==> src/rtl/karatsuba_mac_acc_pkg.sv <==
// Shared definitions for the product accumulate stage: FSM encodings and default widths.
package karatsuba_mac_acc_pkg;

    localparam int PW_DEF = 32;
    localparam int AW_DEF = 40;
    localparam int CW_DEF = 8;

    typedef enum logic [1:0] {
        IDLE  = 2'd0,
        ACCUM = 2'd1,
        HOLD  = 2'd2
    } state_t;

endpackage

==> src/rtl/karatsuba_mac_acc_if.sv <==
// Upstream product stream and downstream result handshake of the accumulate stage.
interface karatsuba_mac_acc_if #(
    parameter int PW = 32,
    parameter int AW = 40,
    parameter int CW = 8
) ();

    logic [PW-1:0] prod_in;
    logic          in_valid;
    logic          in_last;
    logic          in_ready;
    logic [AW-1:0] acc_out;
    logic [CW-1:0] cnt_out;
    logic          ovf_out;
    logic          out_valid;
    logic          out_ready;

    modport slave (
        input  prod_in, in_valid, in_last, out_ready,
        output in_ready, acc_out, cnt_out, ovf_out, out_valid
    );

    modport master (
        output prod_in, in_valid, in_last, out_ready,
        input  in_ready, acc_out, cnt_out, ovf_out, out_valid
    );

endinterface

==> src/rtl/karatsuba_mac_acc_rca.sv <==
// N-bit ripple-carry adder built from a chain of full adders.
module karatsuba_mac_acc_rca #(
    parameter int N = 8
) (
    input  logic [N-1:0] a,
    input  logic [N-1:0] b,
    input  logic         cin,
    output logic [N-1:0] sum,
    output logic         cout
);

    logic [N:0] carry;

    assign carry[0] = cin;

    generate
        for (genvar gi = 0; gi < N; gi++) begin : g_fa
            assign sum[gi]     = a[gi] ^ b[gi] ^ carry[gi];
            assign carry[gi+1] = (a[gi] & b[gi]) | (carry[gi] & (a[gi] ^ b[gi]));
        end
    endgenerate

    assign cout = carry[N];

endmodule

==> src/rtl/karatsuba_mac_acc.sv <==
// Streaming dot-product stage: sums a burst of unsigned products and presents the total,
// term count and sticky carry-out flag until the downstream handshake.
module karatsuba_mac_acc
    import karatsuba_mac_acc_pkg::*;
#(
    parameter int PW = PW_DEF,
    parameter int AW = AW_DEF,
    parameter int CW = CW_DEF
) (
    input  logic                 clk,
    input  logic                 rst,
    karatsuba_mac_acc_if.slave   bus
);

    state_t        state_reg;
    state_t        state_next;

    logic [AW-1:0] acc_reg;
    logic [CW-1:0] cnt_reg;
    logic          ovf_reg;

    logic [AW-1:0] prod_ext;
    logic [AW-1:0] acc_sum;
    logic          acc_cout;
    logic [CW-1:0] cnt_inc;
    logic          cnt_cout;

    logic          in_ready;
    logic          out_valid;
    logic          accept;
    logic          release_result;

    assign prod_ext       = AW'(bus.prod_in);
    assign accept         = bus.in_valid & in_ready;
    assign release_result = out_valid & bus.out_ready;

    karatsuba_mac_acc_rca #(.N(AW)) u_acc_add (
        .a    (acc_reg),
        .b    (prod_ext),
        .cin  (1'b0),
        .sum  (acc_sum),
        .cout (acc_cout)
    );

    // Incrementing an all-ones count carries out, which doubles as the saturation detect.
    karatsuba_mac_acc_rca #(.N(CW)) u_cnt_inc (
        .a    (cnt_reg),
        .b    (CW'(1)),
        .cin  (1'b0),
        .sum  (cnt_inc),
        .cout (cnt_cout)
    );

    always_ff @(posedge clk or posedge rst) begin
        if (rst) begin
            state_reg <= IDLE;
        end else begin
            state_reg <= state_next;
        end
    end

    always_comb begin
        state_next = state_reg;
        case (state_reg)
            IDLE, ACCUM: begin
                if (accept) begin
                    state_next = bus.in_last ? HOLD : ACCUM;
                end
            end
            HOLD: begin
                if (bus.out_ready) begin
                    state_next = IDLE;
                end
            end
            default: state_next = IDLE;
        endcase
    end

    always_comb begin
        in_ready  = 1'b1;
        out_valid = 1'b0;
        if (state_reg == HOLD) begin
            in_ready  = 1'b0;
            out_valid = 1'b1;
        end
    end

    always_ff @(posedge clk or posedge rst) begin
        if (rst) begin
            acc_reg <= '0;
            cnt_reg <= '0;
            ovf_reg <= 1'b0;
        end else if (accept) begin
            acc_reg <= acc_sum;
            cnt_reg <= cnt_cout ? cnt_reg : cnt_inc;
            ovf_reg <= ovf_reg | acc_cout;
        end else if (release_result) begin
            acc_reg <= '0;
            cnt_reg <= '0;
            ovf_reg <= 1'b0;
        end
    end

    assign bus.in_ready  = in_ready;
    assign bus.out_valid = out_valid;
    assign bus.acc_out   = acc_reg;
    assign bus.cnt_out   = cnt_reg;
    assign bus.ovf_out   = ovf_reg;

endmodule

==> src/flat_wrapper.sv <==
// flat-port wrapper written by rule: the top's interface ports become plain ports
module karatsuba_mac_acc_flat import karatsuba_mac_acc_pkg::*;
#(
    parameter int PW = PW_DEF,
    parameter int AW = AW_DEF,
    parameter int CW = CW_DEF
)
  (clk, rst, bus_prod_in, bus_in_valid, bus_in_last, bus_out_ready, bus_in_ready, bus_acc_out, bus_cnt_out, bus_ovf_out, bus_out_valid);
  karatsuba_mac_acc_if #(.PW(PW), .AW(AW), .CW(CW)) bus_i ();
  input  logic clk;
  input  logic rst;
  input wire logic [$bits(bus_i.prod_in)-1:0] bus_prod_in;
  input wire logic [$bits(bus_i.in_valid)-1:0] bus_in_valid;
  input wire logic [$bits(bus_i.in_last)-1:0] bus_in_last;
  input wire logic [$bits(bus_i.out_ready)-1:0] bus_out_ready;
  output wire logic [$bits(bus_i.in_ready)-1:0] bus_in_ready;
  output wire logic [$bits(bus_i.acc_out)-1:0] bus_acc_out;
  output wire logic [$bits(bus_i.cnt_out)-1:0] bus_cnt_out;
  output wire logic [$bits(bus_i.ovf_out)-1:0] bus_ovf_out;
  output wire logic [$bits(bus_i.out_valid)-1:0] bus_out_valid;
  assign bus_i.prod_in = bus_prod_in;
  assign bus_i.in_valid = bus_in_valid;
  assign bus_i.in_last = bus_in_last;
  assign bus_i.out_ready = bus_out_ready;
  assign bus_in_ready = bus_i.in_ready;
  assign bus_acc_out = bus_i.acc_out;
  assign bus_cnt_out = bus_i.cnt_out;
  assign bus_ovf_out = bus_i.ovf_out;
  assign bus_out_valid = bus_i.out_valid;
  karatsuba_mac_acc #(.PW(PW), .AW(AW), .CW(CW)) u_core (.clk(clk), .rst(rst), .bus(bus_i));
endmodule
==> config.mk <==
export PLATFORM = sky130hd
export DESIGN_NAME = karatsuba_mac_acc_flat
export DESIGN_NICKNAME = d
export VERILOG_FILES = /design/src/rtl/karatsuba_mac_acc_pkg.sv /design/src/rtl/karatsuba_mac_acc_if.sv /design/src/rtl/karatsuba_mac_acc_rca.sv /design/src/rtl/karatsuba_mac_acc.sv /design/src/flat_wrapper.sv
export SDC_FILE = /design/constraint.sdc
export NUM_CORES = 1
export LEC_CHECK = 0
export BUFFER_PORTS_ARGS = -buffer_cell sky130_fd_sc_hd__buf_2
export CAP_MARGIN = 40
export CORE_MARGIN = 10
export CORE_UTILIZATION = 47
export DETAILED_ROUTE_END_ITERATION = 10
export GPL_ROUTABILITY_DRIVEN = 0
export PLACE_DENSITY = 0.81
export SETUP_SLACK_MARGIN = 0.5
export SYNTH_ARGS = -nofsm -noshare
export SYNTH_HDL_FRONTEND = slang
export SYNTH_HIERARCHICAL = 1
export SYNTH_SLANG_ARGS = --single-unit
export TNS_END_PERCENT = 10
==> constraint.sdc <==
create_clock -name clk -period 16.7 [get_ports clk]
set_input_delay 1.67 -clock clk [delete_from_list [all_inputs] [get_ports clk]]
set_output_delay 1.67 -clock clk [all_outputs]
set_load 0.03 [all_outputs]
==> metrics.csv, run 1 <==
metric;value;unit
Slowest-stage cell, CP;fa_1;
Arr. time, crit path;16.10;ns
DRT Pass-1 Iters;4;
number of global-route vias before repair;2201;
DRC violations left;0;
H-Tree Depth;2;
kind of end point of the critical path;register;
Final HPWL DP;5000;um
reg2reg setup slack;1.85;ns
Mapped Area;2970;um^2
GR peak layer;met2;
Final setup viols;0;
Placed Cells;372;
vias per cell;4.99;
first-pass GRT wire length;10900;um
slowest stage delay, CP;0.41;ns
IO Port Bufs;87;
min-delay src;u_core/state_reg[1];
Syn Inst Count;202;
clock slew at reported path FFs;0.09;ns
dpl cell area;3590;um^2
part of the cycle the worst path needs;0.950;
Mapped Avg Cell Area;14.7;um^2
PwrDens;200;nW/um^2
CTS tree;done;
total CTS buffers;5;
die area;9910;um^2
status;complete, no violations;
met3 Use GR;0.0457;
CP Launch Type;primary input;
Layout Nets;389;
non-filler cells, final;380;
grt ovf;0;
setup ws final;0.829;ns
initial DRC count;51;
Skew-Pair Late Insertion Delay;0.29;ns
Row Count;28;
Hold Vio Cnt, Final;0;
Die Span X;99.5;um
fin. max-slew vios;0;
Total GRT Usage;0.134;
worst hold path class;register to register;
RSZ-0062 raised after global routing;yes;
met1 usage;0.179;
worst-margin pin slew;0.779;ns
Yosys reg bits;51;
detailed-route via count;1897;
most used cell, CP;fa_2;
n_diodes;0;
post_cts resized;7;
Max VDD drop;0.114;mV
met2 Use GR;0.206;
Ports;88;
CTS root buf;clkbuf_8;
Starting Density;0.493;
largest net degree at the start of global routing;28;
Critical path origin;bus_prod_in[0];
Fin Clk Skew;0.00745;ns
max_slew headroom;0.481;
Place WS;-0.0672;ns
fin crit period;15.87;ns
LEAKAGE;1.85;nW
f_max;63.0;MHz
area grow syn2layout;25.4;%
post-route cell area;3730;um^2
share of cells above drive strength 1;0.446;
hold buffer count at cts;0;
post-synthesis cell type count;21;
Core Box Area;6030;um^2
clock sink count;51;
DRT Wirelength;6260;um
Seq/Total Area, Yosys;0.429;
CTS Buffer Depth;2;
max-cap violation count;0;
Die H;99.5;um
Synth Warn #;6;
crit-path max FO;1;
Post-CTS Setup Inserts;0;
Largest register FFs;40;
DR WL/cell;16.5;um
reg2reg start;u_core/bus.acc_out[0];
initial antenna violation count;0;
Crit Path Category;primary input to register;
remaining antenna violation count;0;
Required @ worst endpoint;16.93;ns
## cells in the mapped netlist (all sizes together)
cell type | number | area, um^2
a21oi | 2 | 10.0
nor2 | 1 | 3.75
nand2 | 1 | 3.75
clkbuf | 1 | 3.75
a31oi | 1 | 21.3
a21bo | 7 | 70.1
and2 | 1 | 6.26
and3b | 1 | 8.76
o22ai | 2 | 12.5
o21ai | 1 | 5.00
and2b | 1 | 7.51
a22o | 40 | 350
inv | 24 | 90.1
a32o | 1 | 10.0
dfrtp | 51 | 1280
buf | 10 | 81.3
fa | 48 | 961
conb | 2 | 7.51
nand4 | 7 | 43.8
## cells in the final DEF (no fill, tap or decap), drive strengths merged, types with 2 or more instances in the layout
cell type,n
clkbuf,8
inv,24
nand4,7
a21oi,2
dfrtp,51
buf,90
conb,18
o22ai,2
fa,48
a22o,40
a21bo,7
## path summary, 6_finish.rpt
kind | endpoint | depth (start not counted)
setup / recovery | u_core/bus.acc_out[39] | 46
hold / removal | u_core/state_reg[0] | 1
setup reg to reg | u_core/bus.acc_out[39] | 45
hold reg to reg | u_core/state_reg[0] | 1
max in group asynchronous | u_core/bus.acc_out[26] | 3
min in group asynchronous | u_core/bus.acc_out[16] | 2
## cells by family after synthesis
kind of cell / count (synthesis) / share of synthesized area
AOI/OAI and AO/OA: 54 / 0.161
adders and majority gates: 48 / 0.323
buffers and inverters: 35 / 0.0589
DFF: 51 / 0.429
other: 2 / 0.00253
and+or+nand+nor: 12 / 0.0248
## where the power goes
group	leakage [nW]	internal (W)	total, W	switching (W)
Combinational	1.17	0.000179	0.000428	0.000249
Clock	0.0515	0.0000379	0.0000748	0.0000369
Sequential	0.629	0.000181	0.000244	0.0000635
## cell type report
cell class,instances,area (um^2)
Clock buffer,8,100
Fill cell,473,2300
Inverter,24,90.1
Multi-Input combinational cell,132,1680
Sequential cell,51,1280
Tap cell,75,93.8
Timing Repair Buffer,90,490
## critical path: cells and delay by family
kind | cells | cell delay [ns]
adder cells (fa/ha/maj) | 40 | 13.95
AO/OA/AOI/OAI | 1 | 0.12
buffers and inverters | 5 | 0.38
## stage by stage
step	utilization	setup TNS (ns)	power, W	hold WS (ns)
after global routing	0.619	0	0.000819	0.506
final	0.619	0	0.000747	0.478
after global placement	0.588	0	0.000652	0.451
after floorplan	-	0	0.000544	0.431
after detailed placement	0.596	-0.0672	0.000673	0.461
after CTS	0.616	0	0.000755	0.474
## per-layer routing
layer,up-vias,part of all wire
met5,-,0
li1,877,-
met1,950,0.45
met4,0,0.0057
met3,4,0.070
met2,66,0.47
Power figures use the tool's default switching activity.
==> run 2: changes to the inputs <==
- CORE_MARGIN: 10 -> 5
==> run 2 against run 1 <==
- final cell count up 0.53%
- worst hold slack better by 0.0013 ns
- core utilization down 2.2 points
- clock skew up 0.0015 ns
- cell area down 0.13%
- maximum frequency up 0.14%
- sequential share of layout area about the same
- combinational power down 1%
- die area down 19%
==> metrics.csv, run 2 (synthesis gave the netlist of run 1 again) <==
metric;value;unit;change
status;complete, no violations;;
remaining antenna violation count;0;;unchanged
CTS Buffer Depth;2;;unchanged
setup TNS;0;ns;unchanged
Die H;89.5;um;-10%
Final setup viols;0;;unchanged
multi-input logic area;1680;um^2;unchanged
area grow syn2layout;25.3;%;
Layout Nets;389;;unchanged
Core Box Area;6240;um^2;+3.6%
PwrDens;199;nW/um^2;-0.84%
Starting Density;0.476;;-0.0170
part of the cycle the worst path needs;0.949;;-0.00134
Ports;88;;unchanged
max-cap violation count;0;;unchanged
initial DRC count;26;;-49%
Row Count;29;;+3.6%
Crit Path Category;primary input to register;;
worst hold path class;register to register;;
Die Span X;89.5;um;-10%
Total GRT Usage;0.163;;+0.0292
Final Util;0.597;;-0.0221
detailed-route via count;1952;;+2.9%
Max VDD drop;0.107;mV;-5.9%
Final HPWL DP;4470;um;-11%
most used cell, CP;fa_2;;
initial antenna violation count;0;;unchanged
share of cells above drive strength 1;0.449;;+0.00328
RSZ-0062 raised after global routing;no;;
fin. max-slew vios;0;;unchanged
CP Launch Type;primary input;;
grt ovf;0;;unchanged
DRT Wirelength;5890;um;-6.0%
DR WL/cell;15.4;um;-6.5%
fin crit period;15.85;ns;-0.0224 ns
Slowest-stage cell, CP;fa_1;;
LEAKAGE;1.84;nW;-0.57%
hold slack;0.480;ns;+0.00131 ns
most common cell after layout, fill and taps aside;buf_2;;
DRC violations left;0;;unchanged
Fin Clk Skew;0.00893;ns;+0.00147 ns
n_diodes;0;;unchanged
H-Tree Depth;2;;unchanged
Largest register FFs;40;;unchanged
number of global-route vias before repair;2146;;-2.5%
fillcell total;516;;+9.1%
Post-CTS Setup Inserts;0;;unchanged
Skew-Pair Late Insertion Delay;0.30;ns;about the same
crit-path max FO;1;;unchanged
clock slew at reported path FFs;0.10;ns;about the same
most frequent cells in the layout;buf_2, dfrtp_1, a22o_1, fa_2, inv_1;;
first-pass GRT wire length;10000;um;-8.3%
CTS tree;done;;
Pwr Total;0.000740;W;-0.97%
max_slew headroom;0.529;;+0.0484
Place WS;-0.111;ns;-0.0441 ns
Arr. time, crit path;16.09;ns;about the same
Hold Vio Cnt, Final;0;;unchanged
clock sink count;51;;unchanged
largest net degree at the start of global routing;27;;-3.6%
DRT Pass-1 Iters;4;;unchanged
f_max;63.1;MHz;+0.14%
Required @ worst endpoint;16.94;ns;about the same
Seq. cell area;1280;um^2;unchanged
worst-margin pin slew;0.706;ns;-0.0725 ns
slowest stage delay, CP;0.40;ns;about the same
kind of end point of the critical path;register;;
setup ws final;0.852;ns;+0.0224 ns
die area;8020;um^2;-19%
total CTS buffers;5;;unchanged
IO Port Bufs;87;;unchanged
vias per cell;5.11;;+2.4%
CTS root buf;clkbuf_8;;
-- run 2: cell count changes in the layout (fill, tap and decap cells not counted) --
cell	change
clkbuf_8	-2
clkinvlp_4	+2
clkbuf_1	-1
inv_6	+1
-- run 2: critical path: cells and delay by family --
family                     cells  cell delay, ns
AOI/OAI and AO/OA              1            0.12
adders and majority gates     40           13.92
buffers and inverters          5            0.37
-- run 2: final timing paths --
path,start,endpoint,slack [ns],cells past startpoint
worst min register to register,u_core/state_reg[1],u_core/state_reg[0],0.48,1
worst max register to register,u_core/bus.acc_out[0],u_core/bus.acc_out[39],1.86,45
min in group asynchronous,rst,u_core/bus.acc_out[16],1.41,2
max in group asynchronous,rst,u_core/bus.acc_out[39],14.75,3
worst min-delay path,u_core/state_reg[1],u_core/state_reg[0],0.48,1
worst max-delay path,bus_prod_in[0],u_core/bus.acc_out[39],0.85,46
-- run 2: through the flow --
| stage | area, um^2 | std cells |
|---|---|---|
| 3_5_place_dp | 3600 | 374 |
| 2_1_floorplan | 3080 | 218 |
| 4_1_cts | 3710 | 382 |
| 5_1_grt | 3720 | 382 |
| 6_report | 3720 | 382 |
| 3_3_place_gp | 3550 | 372 |
-- run 2: area by class of cell --
cell class / instances / area share
repair buffers: 90 / 0.132
multi-input cells: 132 / 0.451
well taps: 77 / 0.0259
flip-flops and latches: 51 / 0.343
clock inverters: 3 / 0.00638
inverters: 24 / 0.0242
clock buffers: 5 / 0.0185
-- run 2: report_power, final --
group           total, W  switching [W]  internal [W]
logic           0.000422       0.000244      0.000178
clock network  0.0000735      0.0000434     0.0000301
registers       0.000244      0.0000638      0.000181
-- run 2: metal layers --
layer	vias to the layer above	part of all wire	track usage
met5	-	0	0
met4	0	0.0051	0.0352
met3	4	0.069	0.0369
met2	57	0.49	0.267
met1	1017	0.43	0.226
li1	874	-	-
-- run 2: what timing repair did --
| action | CTS | global route |
|---|---|---|
| endpoints found under the setup margin | 2 | 2 |
| hold buffers | 0 | 0 |
| pin swaps | 0 | 1 |
| resized for setup | 7 | 7 |
